**src/rtl/mem_bus_unit.sv**
```systemverilog
// Memory access unit: drives a single-beat bus master for loads/stores/LL/SC,
// with big-endian lane steering, alignment checks, bus timeout and an LL bit.
module mem_bus_unit #(
  parameter int ADDR_W   = 32,
  parameter int TIMEOUT  = 255,
  parameter bit LLBIT_EN = 1'b1
) (
  input  logic              clk,
  input  logic              rst,
  input  logic              req_i,
  input  logic [3:0]        op_i,
  input  logic [ADDR_W-1:0] addr_i,
  input  logic [31:0]       wdata_i,
  input  logic              flush_i,
  input  logic              llbit_clear_i,
  output logic              stall_req_o,
  output logic              done_o,
  output logic [31:0]       rdata_o,
  output logic              exc_o,
  output logic [1:0]        exc_code_o,
  output logic [ADDR_W-1:0] badvaddr_o,
  output logic              llbit_o,
  output logic              bus_cyc_o,
  output logic              bus_stb_o,
  output logic              bus_we_o,
  output logic [3:0]        bus_sel_o,
  output logic [ADDR_W-1:0] bus_adr_o,
  output logic [31:0]       bus_dat_o,
  input  logic [31:0]       bus_dat_i,
  input  logic              bus_ack_i
);
  typedef enum logic [1:0] {IDLE, ACCESS, DONE} state_t;

  localparam logic [3:0] OP_LB = 4'd0, OP_LBU = 4'd1, OP_LH = 4'd2, OP_LHU = 4'd3,
                         OP_LW = 4'd4, OP_SB  = 4'd5, OP_SH = 4'd6, OP_SW  = 4'd7,
                         OP_LL = 4'd8, OP_SC  = 4'd9;
  localparam logic [15:0] TO_LAST = 16'(TIMEOUT - 1);

  state_t            state_q, state_d;
  logic [ADDR_W-1:0] addr_q, addr_d, bad_q, bad_d;
  logic [3:0]        op_q, op_d;
  logic [31:0]       wdata_q, wdata_d, rdata_q, rdata_d;
  logic [15:0]       cnt_q, cnt_d;
  logic              exc_q, exc_d, ll_q, ll_d, ll_set, ll_sc_clr;
  logic [1:0]        code_q, code_d;

  logic        op_valid, misal, st_in, st_q, bus_act;
  logic [7:0]  lane_b;
  logic [15:0] lane_h;
  logic [31:0] load_val, st_dat;
  logic [3:0]  sel;

  // Request decode on the incoming op
  always_comb begin
    op_valid = (op_i <= OP_SC);
    st_in    = (op_i == OP_SB) || (op_i == OP_SH) || (op_i == OP_SW) || (op_i == OP_SC);
    case (op_i)
      OP_LH, OP_LHU, OP_SH:       misal = addr_i[0];
      OP_LW, OP_SW, OP_LL, OP_SC: misal = (addr_i[1:0] != 2'b00);
      default:                    misal = 1'b0;
    endcase
  end

  // Lane steering on the latched op; byte offset 0 is the MSB lane
  always_comb begin
    st_q = (op_q == OP_SB) || (op_q == OP_SH) || (op_q == OP_SW) || (op_q == OP_SC);
    case (addr_q[1:0])
      2'd0:    lane_b = bus_dat_i[31:24];
      2'd1:    lane_b = bus_dat_i[23:16];
      2'd2:    lane_b = bus_dat_i[15:8];
      default: lane_b = bus_dat_i[7:0];
    endcase
    lane_h = addr_q[1] ? bus_dat_i[15:0] : bus_dat_i[31:16];
    case (op_q)
      OP_LB, OP_LBU, OP_SB: begin
        sel    = 4'b1000 >> addr_q[1:0];
        st_dat = {4{wdata_q[7:0]}};
      end
      OP_LH, OP_LHU, OP_SH: begin
        sel    = addr_q[1] ? 4'b0011 : 4'b1100;
        st_dat = {2{wdata_q[15:0]}};
      end
      default: begin
        sel    = 4'b1111;
        st_dat = wdata_q;
      end
    endcase
    case (op_q)
      OP_LB:   load_val = {{24{lane_b[7]}}, lane_b};
      OP_LBU:  load_val = {24'd0, lane_b};
      OP_LH:   load_val = {{16{lane_h[15]}}, lane_h};
      OP_LHU:  load_val = {16'd0, lane_h};
      default: load_val = bus_dat_i;
    endcase
  end

  always_comb begin
    state_d   = state_q;
    addr_d    = addr_q;
    op_d      = op_q;
    wdata_d   = wdata_q;
    cnt_d     = cnt_q;
    rdata_d   = rdata_q;
    exc_d     = exc_q;
    code_d    = code_q;
    bad_d     = bad_q;
    ll_set    = 1'b0;
    ll_sc_clr = 1'b0;
    case (state_q)
      IDLE: if (req_i && op_valid) begin
        if (misal) begin
          state_d = DONE;
          rdata_d = '0;
          exc_d   = 1'b1;
          code_d  = st_in ? 2'd2 : 2'd1;
          bad_d   = addr_i;
        end else if (op_i == OP_SC && !ll_q) begin
          state_d = DONE;
          rdata_d = '0;
          exc_d   = 1'b0;
          code_d  = 2'd0;
        end else begin
          state_d = ACCESS;
          addr_d  = addr_i;
          op_d    = op_i;
          wdata_d = wdata_i;
          cnt_d   = '0;
        end
      end
      ACCESS: begin
        // ack takes priority over an expiring timeout
        if (bus_ack_i) begin
          state_d   = DONE;
          rdata_d   = st_q ? {31'd0, op_q == OP_SC} : load_val;
          exc_d     = 1'b0;
          code_d    = 2'd0;
          ll_set    = (op_q == OP_LL);
          ll_sc_clr = (op_q == OP_SC);
        end else if (cnt_q == TO_LAST) begin
          state_d = DONE;
          rdata_d = '0;
          exc_d   = 1'b1;
          code_d  = 2'd3;
          bad_d   = addr_q;
        end else begin
          cnt_d = cnt_q + 16'd1;
        end
      end
      default: state_d = IDLE;
    endcase
    // A flush discards the op in flight, including any completion it would record
    if (flush_i) begin
      state_d   = IDLE;
      rdata_d   = rdata_q;
      exc_d     = exc_q;
      code_d    = code_q;
      bad_d     = bad_q;
      ll_set    = 1'b0;
      ll_sc_clr = 1'b0;
    end
    if (llbit_clear_i || ll_sc_clr) ll_d = 1'b0;
    else if (ll_set)                ll_d = LLBIT_EN;
    else                            ll_d = ll_q;
  end

  always_ff @(posedge clk) begin
    if (rst) begin
      state_q <= IDLE;
      addr_q  <= '0;
      op_q    <= '0;
      wdata_q <= '0;
      cnt_q   <= '0;
      rdata_q <= '0;
      exc_q   <= 1'b0;
      code_q  <= '0;
      bad_q   <= '0;
      ll_q    <= 1'b0;
    end else begin
      state_q <= state_d;
      addr_q  <= addr_d;
      op_q    <= op_d;
      wdata_q <= wdata_d;
      cnt_q   <= cnt_d;
      rdata_q <= rdata_d;
      exc_q   <= exc_d;
      code_q  <= code_d;
      bad_q   <= bad_d;
      ll_q    <= ll_d;
    end
  end

  assign bus_act     = (state_q == ACCESS) && !flush_i;
  assign bus_cyc_o   = bus_act;
  assign bus_stb_o   = bus_act;
  assign bus_we_o    = bus_act && st_q;
  assign bus_sel_o   = bus_act ? sel : 4'b0000;
  assign bus_adr_o   = bus_act ? {addr_q[ADDR_W-1:2], 2'b00} : '0;
  assign bus_dat_o   = bus_act ? st_dat : 32'd0;
  assign stall_req_o = !rst && (((state_q == IDLE) && req_i && op_valid) || (state_q == ACCESS));
  assign done_o      = (state_q == DONE) && !flush_i;
  assign rdata_o     = rdata_q;
  assign exc_o       = exc_q;
  assign exc_code_o  = code_q;
  assign badvaddr_o  = bad_q;
  assign llbit_o     = ll_q;
endmodule

```
**config.mk**
```make
export PLATFORM = sky130hd
export DESIGN_NAME = mem_bus_unit
export DESIGN_NICKNAME = d
export VERILOG_FILES = /design/src/rtl/mem_bus_unit.sv
export SDC_FILE = /design/constraint.sdc
export NUM_CORES = 1
export LEC_CHECK = 0
export BUFFER_PORTS_ARGS = -buffer_cell sky130_fd_sc_hd__buf_4
export CAP_MARGIN = 20
export CORE_MARGIN = 2
export CORE_UTILIZATION = 46
export DETAILED_ROUTE_END_ITERATION = 7
export HOLD_SLACK_MARGIN = 0.03
export PLACE_DENSITY_LB_ADDON = 0.25
export REMOVE_ABC_BUFFERS = 1
export SYNTH_ARGS = -nofsm -noshare
export SYNTH_HDL_FRONTEND = slang
export SYNTH_SLANG_ARGS = --single-unit
export TNS_END_PERCENT = 5
```
**constraint.sdc**
```tcl
create_clock -name clk -period 2.3 [get_ports clk]
set_input_delay 0.345 -clock clk [delete_from_list [all_inputs] [get_ports clk]]
set_output_delay 0.345 -clock clk [all_outputs]
set_load 0.03 [all_outputs]
```
==> run metrics <==
Area Growth Syn to Fin 39.8%; ANT cells 0; pwr dens 632 nW/µm²; final instance area 10,500 µm²; ANT nets after route 0; Clock Latency Late Sink 0.43 ns; hold path start llbit_clear_i; Congestion Overflow GR 0; Synth Flop Type dfxtp_1; Worst Skew 0.0119 ns; Post-synth EDFFs 0; Synth Register Bits 154; drt wl/cell 15.4 µm; Worst Tran Pin Value around 0.62 ns; layout cell share with drive strength beyond 1 30.2%; vias per inst 5.34; max_cap viols 0; CP arrival between 1.5 and 2 ns; Post-CTS Setup Bufs 0; htree depth 4; Hold Slack 0.0895 ns; GP Congestion 0.837; vias in the first global route 7,263; Port Buffer Count ~240; Slew Viols, Final 0; Clock Pin Slew Worst Setup and Hold Paths approximately 0.06 ns; Syn. warnings 0; total power approximately 6700 µW; post-synthesis compound-gate area fraction 21.5%; vias after detailed routing between 7,000 and 8,000; peak supply drop 0.543 mV; clock sink total 154; I/O pin cnt around 250; required time of the critical path 1.96 ns; syn_area_per_cell 7.58 µm²; async set or reset register ratio after synthesis 0%; hold_buf cts 0; TritonRoute pass-1 iters 5; CTS Buf Count 17; Root Buffer Master clkbuf_16; count of unique library cells instantiated by Yosys 54; starting density of the core a little under half; final setup fails 0; HP Class in2reg; largest net degree at the start of global routing 58; relative slew slack around three fifths; core region area 15,900 µm²; Critical Path Start Type flop; first-pass GRT wire length 36,600 µm; P_leak between 0.004 and 0.005 µW; commonest cells after routing, fill and taps aside buf_4, nand2_1, dfxtp_1; FP Rows between 40 and 50; WS Path Type reg2out; most common cell after layout, fill and taps aside buf_4; Place WS -0.258 ns; synthesized area 7520 µm²; initial antenna violation count 0; Final min period between 2 and 2.5 ns; drt initial violations 435; CP Capture Type primary output; fmax 0.446 GHz; largest family of logic cells by synthesized area simple AND/OR/NAND/NOR gates; final wirelength ~23,000 µm; Tcrit/Tclk final 97.4%; crit path max fanout 10; Final Hold Viols 0; CTS tree built; Final WS setup 0.0601 ns; Cells after Synth slightly below 1,000; multiplexer share of the synthesized area 5.75%; Die X-Extent between 100 and 150 µm; TNS Setup 0 ns; RSZ-0062 raised after global routing true; Synth Area in Simple Gates about a quarter; Nets 1,339; placed cell area 9840 µm²; clock buffer depth 2; status complete, no violations; area share of fa/ha/maj cells after synthesis less than 1%; reg-to-reg startpoint cnt_q[0]$_SDFFE_PP0P_; # DRC 0; die area 17,400 µm²; xor and xnor fraction of the mapped netlist area 0.233%; sequential share of the synthesized area 41.0%; GRT Util Overall 25.5%; Die H 132 µm; hpwl dp between 15,000 and 20,000 µm; CP Launch Point op_q[2]$_SDFFE_PP0P_
cell families after synthesis:
group / count (synthesis)
adders and majority gates: 2
muxes: 41
xor gates and xnor gates: 2
other: 1
and+or+nand+nor: 427
buffers and inverters: 95
AOI/OAI and AO/OA: 270
DFF: 154
final cells by class:
type | count | area (µm²)
timing repair buffer | 305 | 2380
clock buffer | 18 | 439
tap | 216 | 270
multi-input combinational | 744 | 4140
inverter | 9 | 33.8
clock inverter | 14 | 160
fill | 1411 | 5430
sequential | 154 | 3090
critical path, cell delays in order (launching register included):
cell	delay [ns]
dfxtp_1	0.31
buf_4	0.15
a211oi_2	0.32
buf_6	0.20
o21ai_0	0.08
a21oi_1	0.21
buf_4	0.19
final timing paths:
path,end,cells after the start,slack [ns]
setup / recovery,bus_sel_o[1],6,0.06
hold / removal,llbit_o$_SDFFE_PP0P_,2,0.09
setup reg to reg,rdata_o[0]$_SDFFE_PP0P_,9,0.15
hold reg to reg,wdata_q[30]$_SDFFE_PP0P_,2,0.46
report_power, final:
group / switching [µW] / internal, µW
logic: 564 / 408
registers: 66.8 / 2760
clock network: 1200 / 1650
total: 1830 / 4820
cell usage after synthesis, drive strengths merged (2+ instances only):
cell type | count | area [µm²]
and3b | 3 | 26.3
nand2 | 201 | 754
o21bai | 2 | 15.0
nor3b | 4 | 30.0
buf | 21 | 110
nand2b | 7 | 43.8
clkbuf | 65 | 244
o2111ai | 6 | 52.6
nand3 | 32 | 160
or2 | 4 | 25.0
nor3 | 19 | 95.1
a2111oi | 8 | 83.8
a21oi | 119 | 599
a221oi | 3 | 32.5
mux2i | 32 | 320
ha | 2 | 25.0
and2 | 41 | 257
o21a | 9 | 67.6
dfxtp | 154 | 3080
nand3b | 4 | 30.0
nor2 | 72 | 270
a31o | 9 | 78.8
o21ai | 65 | 325
and3 | 3 | 18.8
or4 | 3 | 22.5
nor2b | 11 | 68.8
a31oi | 9 | 56.3
inv | 9 | 33.8
and4 | 2 | 17.5
or3 | 13 | 81.3
nor4 | 5 | 31.3
o31a | 2 | 17.5
a211oi | 34 | 255
mux2 | 8 | 90.1
per-stage QoR:
stage / instances / utilization, %
CTS: 1460 / 65.7
global route: 1460 / 66.0
detailed placement: 1428 / 61.7
floorplan: 907 / -
global placement: 1428 / 61.7
finish: 1460 / 66.0
metal layers:
| metal | vias to the layer above | global-route usage, % | routed length (µm) |
|---|---|---|---|
| li1 | 3916 | - | - |
| met1 | 3593 | 32.2 | 9580 |
| met2 | 254 | 42.1 | 10800 |
| met3 | 30 | 7.19 | 1670 |
| met4 | 0 | 8.45 | 442 |
| met5 | - | 0 | 0 |
registers in the layout, indices dropped and copies added (netlist names):
register	flops
addr_q	32
badvaddr_o	32
rdata_o	32
wdata_q	32
cnt_q	16
op_q	4
exc_code_o	2
state_q	2
exc_o	1
llbit_o	1
timing repair:
item                       CTS  global route
setup endpoints to repair   84            64
pin swaps                    0             2
gates resized for setup      9            14
(Power assumes the default switching activity.)
